<file path="config.mk">
export PLATFORM = sky130hd
export DESIGN_NAME = exec_ctrl
export DESIGN_NICKNAME = d
export VERILOG_FILES = /design/src/rtl/exec_ctrl.sv
export SDC_FILE = /design/constraint.sdc
export NUM_CORES = 1
export LEC_CHECK = 0
export ABC_AREA = 1
export CAP_MARGIN = 10
export CORE_ASPECT_RATIO = 1.4
export CORE_MARGIN = 3
export CORE_UTILIZATION = 54
export CTS_BUF_LIST = sky130_fd_sc_hd__clkbuf_4
export DETAILED_ROUTE_END_ITERATION = 12
export GPL_TIMING_DRIVEN = 0
export PLACE_DENSITY = 0.85
export SLEW_MARGIN = 20
export SYNTH_ARGS = -nofsm -noshare
export SYNTH_HDL_FRONTEND = slang
export SYNTH_SLANG_ARGS = --single-unit
</file>
<file path="constraint.sdc">
create_clock -name clk -period 2.2 [get_ports clk]
set_input_delay 0.44 -clock clk [delete_from_list [all_inputs] [get_ports clk]]
set_output_delay 0.44 -clock clk [all_outputs]
set_load 0.02 [all_outputs]
</file>
<file path="src/rtl/exec_ctrl.sv">
// exec_ctrl: run/halt/single-step/breakpoint sequencer for the smallScpu core.
// Async pin requests are synchronised and edge-detected, then steer a small
// state machine that gates the CPU clock-enable only on instruction boundaries.
// A retired-instruction counter and the current state are exposed for debug.

module exec_ctrl #(
   parameter int ADDR_W      = 8,
   parameter int SYNC_STAGES = 2,
   parameter int BOOT_HOLD   = 4
) (
   input  logic              clk,
   input  logic              rst_n,
   input  logic              ena,
   input  logic              run_in,
   input  logic              halt_in,
   input  logic              step_in,
   input  logic              bp_en,
   input  logic [ADDR_W-1:0] bp_addr,
   input  logic [ADDR_W-1:0] pc,
   input  logic              instr_done,
   output logic              cpu_en,
   output logic [2:0]        state,
   output logic              break_hit,
   output logic [15:0]       instr_count
);

   // Boot counter only needs to reach BOOT_HOLD-1.
   localparam int BW = (BOOT_HOLD > 1) ? $clog2(BOOT_HOLD) : 1;
   localparam logic [BW-1:0] BOOT_LAST = BW'(BOOT_HOLD - 1);

   typedef enum logic [2:0] {
      ST_BOOT  = 3'd0,
      ST_HALT  = 3'd1,
      ST_RUN   = 3'd2,
      ST_STEP  = 3'd3,
      ST_BREAK = 3'd4
   } state_t;

   // Pin bundle ordering inside the sync pipeline: {step, halt, run}.
   logic [SYNC_STAGES-1:0][2:0] sync_r;
   logic [2:0]                  prev_r;
   logic [2:0]                  pulse_r;

   state_t         state_r;
   state_t         state_s;
   logic           halt_pend_r;
   logic           halt_pend_s;
   logic           bp_skip_r;
   logic           bp_skip_s;
   logic [BW-1:0]  boot_cnt_r;
   logic [BW-1:0]  boot_cnt_s;
   logic [15:0]    count_r;
   logic [15:0]    count_s;

   logic           exec_s;
   logic           done_s;
   logic           bp_match_s;
   logic           run_p_s;
   logic           halt_p_s;
   logic           step_p_s;

   // Synchronise the async pins and register a one-cycle pulse per rising edge.
   // These flops keep sampling even while ena=0 so no stale level lingers.
   always_ff @(posedge clk or negedge rst_n) begin
      if (!rst_n) begin
         sync_r  <= {SYNC_STAGES{3'b000}};
         prev_r  <= 3'b000;
         pulse_r <= 3'b000;
      end else begin
         sync_r[0] <= {step_in, halt_in, run_in};
         for (int i = 1; i < SYNC_STAGES; i++) begin
            sync_r[i] <= sync_r[i-1];
         end
         prev_r  <= sync_r[SYNC_STAGES-1];
         pulse_r <= sync_r[SYNC_STAGES-1] & ~prev_r;
      end
   end

   // The CPU only executes in RUN or STEP; ena gates it directly so the CPU
   // freezes immediately when the block is deselected.
   assign exec_s     = (state_r == ST_RUN) || (state_r == ST_STEP);
   assign cpu_en     = ena & exec_s;
   assign done_s     = instr_done & cpu_en;
   assign bp_match_s = bp_en & (pc == bp_addr) & ~bp_skip_r;

   // Requests are dropped while the block is frozen.
   assign run_p_s  = pulse_r[0] & ena;
   assign halt_p_s = pulse_r[1] & ena;
   assign step_p_s = pulse_r[2] & ena;

   // Sequencer state register plus its pending flags and counters.
   always_ff @(posedge clk or negedge rst_n) begin
      if (!rst_n) begin
         state_r     <= ST_BOOT;
         halt_pend_r <= 1'b0;
         bp_skip_r   <= 1'b0;
         boot_cnt_r  <= {BW{1'b0}};
         count_r     <= 16'h0000;
      end else begin
         state_r     <= state_s;
         halt_pend_r <= halt_pend_s;
         bp_skip_r   <= bp_skip_s;
         boot_cnt_r  <= boot_cnt_s;
         count_r     <= count_s;
      end
   end

   // Next-state logic: transitions happen only on instruction boundaries.
   always_comb begin
      state_s     = state_r;
      halt_pend_s = halt_pend_r;
      bp_skip_s   = bp_skip_r;
      boot_cnt_s  = boot_cnt_r;
      count_s     = count_r;
      if (ena) begin
         // Every accepted retirement counts, including the one ending RUN/STEP,
         // and consumes a pending breakpoint skip.
         if (done_s) begin
            count_s   = count_r + 16'd1;
            bp_skip_s = 1'b0;
         end else begin
            count_s   = count_r;
         end

         case (state_r)
            ST_BOOT: begin
               if (boot_cnt_r == BOOT_LAST) begin
                  state_s    = ST_HALT;
                  boot_cnt_s = {BW{1'b0}};
               end else begin
                  boot_cnt_s = boot_cnt_r + BW'(1'b1);
               end
            end

            ST_HALT: begin
               halt_pend_s = 1'b0;
               if (halt_p_s) begin
                  state_s = ST_HALT;
               end else if (step_p_s) begin
                  state_s = ST_STEP;
               end else if (run_p_s) begin
                  state_s = ST_RUN;
               end else begin
                  state_s = ST_HALT;
               end
            end

            ST_RUN: begin
               // A halt arriving with instr_done applies to that same boundary.
               if (done_s) begin
                  if (bp_match_s) begin
                     state_s     = ST_BREAK;
                     halt_pend_s = 1'b0;
                  end else if (halt_pend_r || halt_p_s) begin
                     state_s     = ST_HALT;
                     halt_pend_s = 1'b0;
                  end else begin
                     state_s     = ST_RUN;
                     halt_pend_s = 1'b0;
                  end
               end else begin
                  halt_pend_s = halt_pend_r | halt_p_s;
               end
            end

            ST_STEP: begin
               halt_pend_s = 1'b0;
               if (done_s) begin
                  state_s = ST_HALT;
               end else begin
                  state_s = ST_STEP;
               end
            end

            ST_BREAK: begin
               // Resuming arms the skip so the same breakpoint cannot re-fire
               // on the very next retirement.
               halt_pend_s = 1'b0;
               if (step_p_s) begin
                  state_s   = ST_STEP;
                  bp_skip_s = 1'b1;
               end else if (run_p_s) begin
                  state_s   = ST_RUN;
                  bp_skip_s = 1'b1;
               end else begin
                  state_s   = ST_BREAK;
               end
            end

            default: begin
               state_s     = ST_BOOT;
               halt_pend_s = 1'b0;
               bp_skip_s   = 1'b0;
               boot_cnt_s  = {BW{1'b0}};
            end
         endcase
      end else begin
         state_s = state_r;
      end
   end

   assign state       = state_r;
   assign break_hit   = (state_r == ST_BREAK);
   assign instr_count = count_r;

endmodule

</file>
==> results.py <==
metrics = {
    "job": {
        "max_cap_violations": 0,
    },
    "cts": {
        "clk_pin_slew_ns": 0.10,
        "cts_tree": "done",
        "clock_latency_ns": 0.33,
        "cts_setup_buffers": 0,
        "cts_buffers": 5,
        "root_buffer": "clkbuf_4",
        "clockBufferDepth": 2,
        "cts_max_level": 2,
        "cts.sinks": 35,
    },
    "timing": {
        "finalClockSkew_ns": 0.00954,
        "fin_crit_sh": 0.892,
        "hold_viol_final": 0,
        "fmax_mhz": 509,
        "finalSetupTns_ns": 0,
        "fin_crit_ns": 1.96,
        "slew_violations": 0,
        "rsz0062_at_grt": "no",
        "finalSetupViolCount": 0,
        "tightest_slew_ns": 0.312,
        "relSlewSlack": 0.790,
    },
    "finish": {
        "antenna_cells": 0,
        "fin_nets": 284,
        "syn_to_final_growth_pct": 32.5,
        "nFillCells": 212,
        "drive_above_1_share": 0.0849,
    },
    "logic_synthesis": {
        "synth_area_per_cell_um2": 8.38,
        "synth.top_cell.area_share": 0.507,
        "synth_cell_type_count": 25,
        "netlist_area_um2": 1730,
        "synth_edf_count": 0,
        "yosysSeqAreaShare": 0.507,
        "ys_ff_latch": 35,
        "synth_top_family_by_area": "simple AND/OR/NAND/NOR gates",
        "syn_nets": 232,
        "synth_compound_area_frac": 0.0428,
        "synthMuxAreaShare": 0,
        "synthTopCellsByArea": "dfrtp_1 (51%), nand2_1 (12%), inv_1 (7.0%)",
        "synth-adder-area-share": 0.0145,
        "yosys.area_share.simple": 0.275,
        "synth-xor-area-share": 0.0812,
        "yosys_warnings": 0,
        "post-synth-top-count-cell": "nand2_1",
        "ys_top_cells_by_count": "nand2_1 (53), dfrtp_1 (35), inv_1 (32), nor2_1 (24), xor2_1 (13)",
        "synthCells": 206,
        "synth_top_area_cell": "dfrtp_1",
        "synthArstFlopShare": 1.00,
        "ys.flop_type": "dfrtp_1",
    },
    "worst_setup_path": {
        "worstPathArrival_ns": 1.52,
        "start_kind": "flop",
        "ff2ff_path_depth": 10,
        "critical_path.max_stage_delay_ns": 0.45,
        "path_cells": "nor2_1, nand2_1, inv_1, dlygate4sd2_1",
        "cp_slowest_cell": "dfrtp_1",
        "r2r_end": "state[1]",
        "worstPathMaxFanout": 6,
        "critPathKind": "reg2out",
        "regToRegSetupSlack_ns": 0.66,
        "cp-end-kind": "output port",
        "worstReg2RegStart": "state[2]",
        "crit_required_ns": 1.76,
    },
    "global_route": {
        "antenna_found_initial": 0,
        "grt_max_degree": 29,
        "gr-usage-all-layers": 0.190,
        "grt_pass1_vias": 1380,
        "overflow": 0,
        "grt_pass1_wl_mm": 5.35,
    },
    "floorplanning": {
        "initial_core_util": 0.583,
        "die_h_um": 72.9,
        "io_pins": 45,
        "die_area_um2": 3920,
        "rows": 23,
        "core_um2": 2960,
        "dieWidth_um": 53.8,
    },
    "route": {
        "routed_via_density": 4.99,
        "firstDrtPassIters": 4,
        "drtIter0Drc": 23,
        "drc": 0,
        "vias": 1477,
        "drt-wirelength-per-cell_um": 11.3,
        "wirelength_mm": 3.34,
        "antenna_left": 0,
    },
    "power_and_ir_drop": {
        "power_leakage_uw": 0.00119,
        "ir_drop_uv": 664,
        "power.total_uw": 1900,
        "p_per_area_nw_per_um2": 833,
    },
    "place": {
        "place.detailed.hpwl_mm": 2.63,
        "port_buffers": 43,
        "globalplace.congestion": 0.973,
    },
    "min_path": {
        "min_to": "sync_r[4]",
        "whs_path_depth": 0,
        "min_path_type": "reg2reg",
        "min-delay-start": "sync_r[1]",
    },
    "run_status": {
        "status": "finished, final reports clean",
    },
}
-- worst max-delay path, delay by kind of cell, from the launching register on --
kind          cells  cell delay [ns]
simple gates      2             0.33
buf+inv           2             0.41
flops             1             0.45
-- worst max-delay path by stage --
stage	slack (ns)	cells after the start	from	to
final	0.24	4	state[1]	break_hit
after global placement	-0.02	1	rst_n	sync_r[4]
after global routing	0.15	4	state[1]	break_hit
after floorplan	0.70	10	state[2]	state[1]
after detailed placement	0.33	4	state[1]	break_hit
after CTS	0.04	4	state[2]	cpu_en
-- layout make-up --
class	count	area, um^2	share of cell area
buffer	1	7.51	0.00328
clock buffer	7	52.6	0.0230
clock inverter	1	5.00	0.00219
inverter	34	130	0.0569
multi-input combinational	136	713	0.312
sequential	35	876	0.383
tap	37	46.3	0.0202
timing repair buffer	45	457	0.200
-- registers in the layout, indices dropped and copies added (netlist names) --
name	cells
instr_count	16
prev_r	3
sync_r	6
bp_skip_r	1
boot_cnt_r	2
pulse_r	3
halt_pend_r	1
state	3
-- repair_timing --
item                                    in CTS  in global routing
endpoints found under the setup margin       1                  1
gates cloned                                 0                  0
hold endpoints to repair                     7                  0
hold buffers                                 1                  0
gates resized for setup                      1                  1
-- power breakdown --
part / switching, uW / internal (uW) / total [uW]
registers: 107 / 749 / 856
logic: 398 / 309 / 706
clock network: 193 / 149 / 342
-- routing by layer --
layer	global-route usage	wire length, um
met1	0.183	1310
met2	0.327	1670
met3	0.0613	266
met4	0.131	95
met5	0	0
-- kinds of logic after synthesis --
family          count (synthesis)
flops                          35
fa+ha+maj                       2
buf+inv                        35
xor+xnor                       16
compound gates                 13
simple gates                  105
-- per-stage QoR --
| step | hold slack, ns | instance area [um^2] | setup WS [ns] | utilization | instances |
|---|---|---|---|---|---|
| floorplan | 0.144 | 1730 | 0.701 | - | 206 |
| global placement | 0.334 | 2200 | -0.0156 | 0.743 | 286 |
| detailed placement | 0.302 | 2220 | 0.333 | 0.748 | 287 |
| CTS | 0.364 | 2280 | 0.0383 | 0.771 | 296 |
| global route | 0.366 | 2290 | 0.148 | 0.772 | 296 |
| finish | 0.360 | 2290 | 0.237 | 0.772 | 296 |
-- cells in the final DEF, fill, tap and decap left out, types with 3 or more instances in the layout --
cell type | netlist | final
inv_1 | 32 | 32
o21ai_0 | 9 | 9
clkdlybuf4s50_1 | 0 | 40
nand4_1 | 5 | 5
dfrtp_1 | 35 | 35
nor3_1 | 4 | 4
nor2_1 | 24 | 24
nand2_1 | 53 | 53
nand3_1 | 9 | 9
xor2_1 | 13 | 13
clkbuf_4 | 0 | 7
xnor2_1 | 3 | 3
No activity file was read; power rests on OpenSTA's default activity.
